File: config.mk
export PLATFORM = sky130hd
export DESIGN_NAME = uart_rx
export DESIGN_NICKNAME = d
export VERILOG_FILES = /design/src/rtl/uart_rx.sv
export SDC_FILE = /design/constraint.sdc
export NUM_CORES = 1
export LEC_CHECK = 0
export BUFFER_PORTS_ARGS = -buffer_cell sky130_fd_sc_hd__clkbuf_2
export CAP_MARGIN = 5
export CELL_PAD_IN_SITES_DETAIL_PLACEMENT = 0
export CELL_PAD_IN_SITES_GLOBAL_PLACEMENT = 1
export CORE_MARGIN = 5
export CORE_UTILIZATION = 30
export DETAILED_ROUTE_END_ITERATION = 6
export GPL_ROUTABILITY_DRIVEN = 1
export PLACE_DENSITY = 0.52
export SETUP_SLACK_MARGIN = 0.4
export SYNTH_ARGS = -nofsm -noshare
export SYNTH_HDL_FRONTEND = slang
export SYNTH_SLANG_ARGS = --single-unit
File: constraint.sdc
create_clock -name clk -period 5.3 [get_ports clk]
set_input_delay 0.53 -clock clk [delete_from_list [all_inputs] [get_ports clk]]
set_output_delay 0.53 -clock clk [all_outputs]
set_load 0.1 [all_outputs]
File: src/rtl/uart_rx.sv
// uart_rx: 8N1 UART receiver with valid/ready output handshake.
//
// A 2-flop synchroniser brings uart_rxd into the clk domain. The start bit
// is confirmed at its midpoint, then each data bit and the stop bit are
// sampled one bit period apart, so every sample falls mid-bit. A completed
// byte is offered on rx_data/rx_valid until the consumer takes it.
//
// Ports:
//   clk        system clock, rising edge
//   rst        asynchronous active-high reset
//   uart_rxd   serial input, idle high, asynchronous to clk
//   rx_data    received byte, stable while rx_valid is high
//   rx_valid   byte available
//   rx_ready   consumer accepts the byte when rx_valid & rx_ready at an edge
//   frame_err  one-cycle pulse: stop bit sampled low
//   overrun    one-cycle pulse: byte completed while the previous one was held
module uart_rx #(
    parameter int CLKS_PER_BIT = 139
) (
    input  logic       clk,
    input  logic       rst,
    input  logic       uart_rxd,
    output logic [7:0] rx_data,
    output logic       rx_valid,
    input  logic       rx_ready,
    output logic       frame_err,
    output logic       overrun
);

    localparam int HALF = CLKS_PER_BIT / 2;
    localparam int CW   = $clog2(CLKS_PER_BIT);

    localparam logic [CW-1:0] HALF_LAST = CW'(HALF - 1);
    localparam logic [CW-1:0] BIT_LAST  = CW'(CLKS_PER_BIT - 1);

    typedef enum logic [2:0] {
        S_IDLE,
        S_START,
        S_DATA,
        S_STOP,
        S_BREAK
    } state_t;

    state_t        state;
    logic          sync1;
    logic          rxs;
    logic [CW-1:0] cnt;
    logic [2:0]    bit_idx;
    logic [7:0]    shreg;

    always_ff @(posedge clk or posedge rst) begin
        if (rst) begin
            sync1     <= 1'b1;
            rxs       <= 1'b1;
            state     <= S_IDLE;
            cnt       <= '0;
            bit_idx   <= '0;
            shreg     <= '0;
            rx_data   <= '0;
            rx_valid  <= 1'b0;
            frame_err <= 1'b0;
            overrun   <= 1'b0;
        end else begin
            sync1     <= uart_rxd;
            rxs       <= sync1;
            frame_err <= 1'b0;
            overrun   <= 1'b0;

            // Consume; a byte loaded on this same edge (below) overrides this,
            // so consume-and-load keeps rx_valid high without a gap.
            if (rx_valid && rx_ready) begin
                rx_valid <= 1'b0;
            end

            case (state)
                S_IDLE: begin
                    if (!rxs) begin
                        state <= S_START;
                        cnt   <= '0;
                    end
                end

                S_START: begin
                    if (cnt == HALF_LAST) begin
                        cnt <= '0;
                        if (!rxs) begin
                            state   <= S_DATA;
                            bit_idx <= '0;
                        end else begin
                            // Line went back high before mid start bit: glitch.
                            state <= S_IDLE;
                        end
                    end else begin
                        cnt <= cnt + 1'b1;
                    end
                end

                S_DATA: begin
                    if (cnt == BIT_LAST) begin
                        cnt     <= '0;
                        shreg   <= {rxs, shreg[7:1]};
                        bit_idx <= bit_idx + 3'd1;
                        if (bit_idx == 3'd7) begin
                            state <= S_STOP;
                        end
                    end else begin
                        cnt <= cnt + 1'b1;
                    end
                end

                S_STOP: begin
                    if (cnt == BIT_LAST) begin
                        cnt <= '0;
                        if (rxs) begin
                            // Return to IDLE mid stop bit so an immediately
                            // following start bit is not missed.
                            state <= S_IDLE;
                            if (!rx_valid || rx_ready) begin
                                rx_data  <= shreg;
                                rx_valid <= 1'b1;
                            end else begin
                                overrun <= 1'b1;
                            end
                        end else begin
                            frame_err <= 1'b1;
                            state     <= S_BREAK;
                        end
                    end else begin
                        cnt <= cnt + 1'b1;
                    end
                end

                S_BREAK: begin
                    // Held-low line: stay here so a break flags only once.
                    if (rxs) begin
                        state <= S_IDLE;
                        cnt   <= '0;
                    end
                end

                default: begin
                    state <= S_IDLE;
                    cnt   <= '0;
                end
            endcase
        end
    end

endmodule

==> results of run 1 <==
power by group through the flow:
stage	logic, mW	registers, mW	clock network, mW
after global placement	0.00880	0.274	0
after floorplan	0.00517	0.274	0
after global routing	0.00992	0.269	0.255
after detailed placement	0.00876	0.274	0
final	0.00808	0.269	0.238
after CTS	0.00875	0.269	0.248
critical path, cell delays in order, from the launching register on:
cell	delay, ns
dfrtp_1	0.48
nor4b_4	0.41
nand2_2	0.18
nor3b_4	0.47
mux2_2	0.40
Yosys cell counts, drive strengths merged (3+ instances only):
| master | count | share of area |
|---|---|---|
| nor2 | 8 | 0.019 |
| ha | 5 | 0.039 |
| nor3 | 6 | 0.019 |
| dfrtp | 33 | 0.51 |
| nand2 | 13 | 0.032 |
| nand3 | 4 | 0.012 |
| a21oi | 4 | 0.012 |
| mux2 | 17 | 0.12 |
| o21ai | 13 | 0.040 |
| xnor2 | 3 | 0.016 |
| nand2b | 3 | 0.012 |
| inv | 6 | 0.014 |
worst max path at each step:
stage	from	to	slack [ns]	cells after the start
global route	state[1]$_DFFE_PP0P_	rx_data[6]$_DFFE_PP0P_	3.09	4
global placement	state[1]$_DFFE_PP0P_	rx_data[6]$_DFFE_PP0P_	3.26	4
floorplan	rx_valid$_DFF_PP0_	rx_data[0]$_DFFE_PP0P_	3.48	3
detailed placement	cnt[2]$_DFFE_PP0P_	rx_data[3]$_DFFE_PP0P_	3.24	4
CTS	cnt[2]$_DFFE_PP0P_	rx_data[3]$_DFFE_PP0P_	3.24	4
finish	cnt[2]$_DFFE_PP0P_	rx_data[3]$_DFFE_PP0P_	3.24	4
cells by family after synthesis:
group,synth area share
AO/OA/AOI/OAI,0.106
adder cells (fa/ha/maj),0.0387
buffers and inverters,0.0201
XOR/XNOR,0.0162
AND/OR/NAND/NOR,0.158
multiplexers,0.118
flip-flops,0.543
sequential cells by signal (all words and copies together), names as in the netlist:
register   flops
bit_idx        3
cnt            8
state          3
overrun        1
rx_data        8
rxs            1
sync1          1
shreg          8
frame_err      1
rx_valid       1
cell type report:
cell class / instances / area, um2
Clock inverter: 3 / 43.8
Sequential cell: 35 / 878
Clock buffer: 5 / 68.8
Inverter: 6 / 22.5
Multi-Input combinational cell: 95 / 707
Fill cell: 515 / 3290
Timing Repair Buffer: 15 / 77.6
Tap cell: 70 / 87.6
metal layers:
metal	share of wire	vias up
li1	-	535
met1	0.45	539
met2	0.50	14
met3	0.035	2
met4	0.0073	0
met5	0	-
==> impl_results.md, run 1 <==
* Outcome: completed
* Cells after DPL at about 220
* RD Place Congestion at ~0.77
* DP HPWL at roughly 2300 um
* Fin. Hold Viols at 0
* DIE HEIGHT at about 83 um
* GR peak layer: met2
* Most common cell after layout, fill and taps aside: dfrtp_1
* Hold-fix buffers, CTS at 0
* Antenna cells at 0
* Layout cell share with drive strength beyond 1 at 0.296
* Overall power at 0.515 mW
* Setup CP Type: reg -> reg
* Reg clk slew, reported paths at around 0.070 ns
* Net Sw Frac at 0.203
* Reg-to-reg startpoint: cnt[2]$_DFFE_PP0P_
* GR Overflow Total at 0
* Non-Filler Instances at between 200 and 250
* Syn nets at roughly 150
* VDD IR max at 0.000113 V
* Worst Max-Slew Pin Slew at slightly below 0.9 ns
* Max Slew Vio Count at 0
* Clk buf depth at 2
* Clock Power Share at 0.462
* Reg2reg setup slack at approximately 3.2 ns
* Die W at approximately 83 um
* Total track usage at 0.0964
* RR Endpoint: rx_data[3]$_DFFE_PP0P_
* R2R depth at 4
* Crit path time final at just over 2 ns
* Final instance area at between 1500 and 2000 um2
* Pin count of the biggest net entering global routing at 36
* CP arrival at 2.23 ns
* Met2 usage at 0.163
* Initial antenna violation count at 0
* Setup violations, final at 0
* Hold Crit Class: in -> async
* Setup crit start kind: flop
* DR vias/cell at 4.76
* Final worst slack at ~3.2 ns
* Crit. End Element: flop
* Combinational Power Share at 0.016
* Slew headroom at 0.407
* Post-CTS Setup Inserts at 0
* Starting Density at 0.313
* Post-placement setup slack at 3.24 ns
* Clock skew at 0.00337 ns
* CORE AREA at 5170 um2
* Synthesized area at 1620 um2
* Number of synthesized flops with an enable pin at 0
* Cells after Synth at 138
* Register area share after synthesis at 0.543
* Htree depth at 2
* Drt drc at 0
* 1st-pass router iterations at 4
* Post-layout util at 0.365
* RSZ-0062 raised after global routing: false
* Final Cycle Share at 0.389
* Total CTS buffers at 5
* I/O Pins at 15
* DRT iter0 DRCs at 70
* Synth Warn # at 0
* DR WL/cell at approximately 14 um
* Vias in the first global route at 1150
* Syn_area_per_cell at between 10 and 15 um2
* Clock root buffer: clkbuf_8
* Cell internal pwr at roughly 0.41 mW
* Reg power frac at 0.522
* Clock Latency Late Sink at about 0.28 ns
* Antenna-violating nets left at 0
* Row cnt at 26
* TritonCTS clock tree: yes
* Grt met3 use at 0.0307
* First-pass GRT wire length at ~5400 um
* Peak Freq at about 500 MHz
* Max_cap viols at 0
* Drt total wl at approximately 3200 um
* Async S/R FF share, synth at 1.00
* Switch Pwr at 0.105 mW
* Worst hold margin at about 0.31 ns
* Crit Path Max Fanout at 8
* Post_cts resized at 0
* Vias at 1090
* Global routing usage on met1 at 0.111
* Library cells used by synthesis at 33
* Port buffer count at 14
* Dpl cell area at 1770 um2
* Area delta synth->final at 16.6%
* P per Cell Area at ~270 nW/um2
* Total leakage power at ~0.87 nW
* Final setup TNS at 0 ns
* Commonest cells after routing, fill and taps aside: dfrtp_1 (33), mux2_2 (17), clkbuf_2 (14)
* TritonCTS Sinks at 35
* # nets final at 167
* Critical Path RT at 5.47 ns
* Synth Register Bits at 35
* Dominant synthesized flop cell: dfrtp_1
* DIE AREA at between 6000 and 7000 um2
No activity file was read; power rests on OpenSTA's default activity.
==> inputs of run 2 (changes only) <==
clock period = 2.13 ns   (was 5.3 ns; I/O delays follow)
==> impl_results.md, run 2 (same netlist as run 1, synthesis figures left out) <==
* Outcome: completed
* GR Overflow Total at 0 (unchanged)
* DRT iter0 DRCs at 37 (-47%)
* DIE HEIGHT at 83.4 um (unchanged)
* RD Place Congestion at 0.748 (-3.3%)
* Setup violations, final at 0 (unchanged)
* CORE AREA at 5170 um2 (unchanged)
* Clock Latency Late Sink at 0.28 ns (about the same)
* VDD IR max at 0.000338 V (+200%)
* Die W at 83.4 um (unchanged)
* # fillers at 504 (-2.1%)
* Crit path time final at 1.71 ns (-0.345 ns)
* Commonest cells after routing, fill and taps aside: dfrtp_1 (24), buf_4 (16), clkbuf_2 (14)
* Setup CP Type: reg -> reg
* Overall power at 1.16 mW (+120%)
* TritonCTS Sinks at 35 (unchanged)
* Total track usage at 0.110 (+0.0134)
* Port buffer count at 14 (unchanged)
* Crit-path cells: inv_2 > ha_1 > and3b_2 > nand2_4 > nor3b_4 > buf_12 > mux2_4
* Area delta synth->final at 31.9%
* Hold Crit Class: in -> async
* DR WL/cell at 14.2 um (+3.2%)
* First-pass GRT wire length at 6230 um (+16%)
* Final instance area at 2130 um2 (+13%)
* Initial antenna violation count at 0 (unchanged)
* Total leakage power at 0.977 nW (+12%)
* Clk buf depth at 2 (unchanged)
* DR vias/cell at 4.63 (-2.7%)
* Max_cap viols at 0 (unchanged)
* Largest regs: cnt x8, rx_data x8, shreg x8
* DIE AREA at 6960 um2 (unchanged)
* I/O Pins at 15 (unchanged)
* Peak Freq at 583 MHz (+20%)
* Final setup TNS at 0 ns (unchanged)
* Fin. Hold Viols at 0 (unchanged)
* Worst Max-Slew Pin Slew at 0.636 ns (-0.246 ns)
* Slew headroom at 0.573 (+0.166)
* Htree depth at 2 (unchanged)
* P per Cell Area at 543 nW/um2 (+99%)
* Clock root buffer: clkbuf_8
* Setup crit start kind: flop
* RSZ-0062 raised after global routing: true
* Antenna-violating nets left at 0 (unchanged)
* Row cnt at 26 (unchanged)
* TritonCTS clock tree: yes
* DP HPWL at 2440 um (+6.8%)
* Clock skew at 0.00564 ns (+0.00227 ns)
* Final Cycle Share at 0.805 (+0.416)
* Total CTS buffers at 5 (unchanged)
* 1st-pass router iterations at 4 (unchanged)
* CP arrival at 1.88 ns (-0.35 ns)
* Dpl cell area at 1820 um2 (+2.7%)
* # nets final at 186 (+11%)
* Drt drc at 0 (unchanged)
* Vias in the first global route at 1284 (+12%)
* Antenna cells at 0 (unchanged)
* Crit. End Element: flop
* Max Slew Vio Count at 0 (unchanged)
* Slowest cell on the critical path: dfrtp_1
* Drt total wl at 3530 um (+12%)
* Pin count of the biggest net entering global routing at 36 (unchanged)
* Critical Path RT at 2.30 ns (-3.17 ns)
* CP peak stage delay at 0.40 ns (-0.08 ns)
* Vias at 1148 (+5.3%)
* Layout cell share with drive strength beyond 1 at 0.455 (+0.159)
* Crit Path Max Fanout at 8 (unchanged)
* Most common cell after layout, fill and taps aside: dfrtp_1
* Reg clk slew, reported paths at 0.07 ns (about the same)
* Starting Density at 0.313 (unchanged)
* Reg2reg setup slack at 0.42 ns (-2.82 ns)
==> run 2: worst max-delay path: cells and delay by family (launching register included) <==
family,cells,cell delay [ns]
fa+ha+maj,1,0.13
simple gates,3,0.54
buf+inv,2,0.24
mux,1,0.30
flops,1,0.40
==> run 2: cell type report <==
| class | instances | area, um2 | share of cell area |
|---|---|---|---|
| multi-input combinational | 95 | 806 | 0.378 |
| sequential | 35 | 890 | 0.417 |
| tap | 70 | 87.6 | 0.0411 |
| inverter | 6 | 22.5 | 0.0106 |
| timing repair buffer | 34 | 243 | 0.114 |
| clock buffer | 6 | 72.6 | 0.0340 |
| clock inverter | 2 | 12.5 | 0.00587 |
==> run 2: path summary, 6_finish.rpt <==
kind,end,cells past startpoint,from
hold / removal,shreg[7]$_DFFE_PP0P_,3,rst
max in group asynchronous,rxs$_DFF_PP1_,3,rst
hold reg to reg,rxs$_DFF_PP1_,0,sync1$_DFF_PP1_
setup reg to reg,rx_data[6]$_DFFE_PP0P_,7,cnt[0]$_DFFE_PP0P_
setup / recovery,rx_data[6]$_DFFE_PP0P_,7,cnt[0]$_DFFE_PP0P_
min in group clk,overrun$_DFF_PP0_,3,rx_ready
==> run 2: stage by stage <==
stage / instances / worst slack, ns / util / hold slack (ns)
finish: 248 / 0.416 / 0.412 / 0.00161
global route: 248 / 0.338 / 0.412 / 0.0615
CTS: 240 / 0.403 / 0.383 / 0.0150
detailed placement: 227 / 0.111 / 0.352 / 0.302
global placement: 227 / 0.173 / 0.352 / 0.302
floorplan: 138 / 0.368 / - / 0.217
==> run 2: what timing repair did <==
item | in CTS | in global routing
pin swaps | 2 | 8
endpoints found under the hold margin | 1 | 0
resized for setup | 8 | 25
setup endpoints to repair | 13 | 23
setup buffers | 4 | 8
hold buffers | 1 | 0
==> run 2: power by group <==
group / total, mW / internal (mW) / switching (mW) / leakage [nW]
sequential: 0.669 / 0.668 / 0.00109 / 0.456
combinational: 0.0217 / 0.00604 / 0.0156 / 0.480
clock: 0.468 / 0.228 / 0.239 / 0.0412
total: 1.16 / 0.902 / 0.256 / 0.977
==> run 2: layer usage <==
metal  up-vias  part of all wire  global-route usage
met2        13              0.48               0.183
met3         2             0.027              0.0307
met5         -                 0                   0
met1       562              0.48               0.141
li1        571                 -                   -
met4         0            0.0034              0.0263
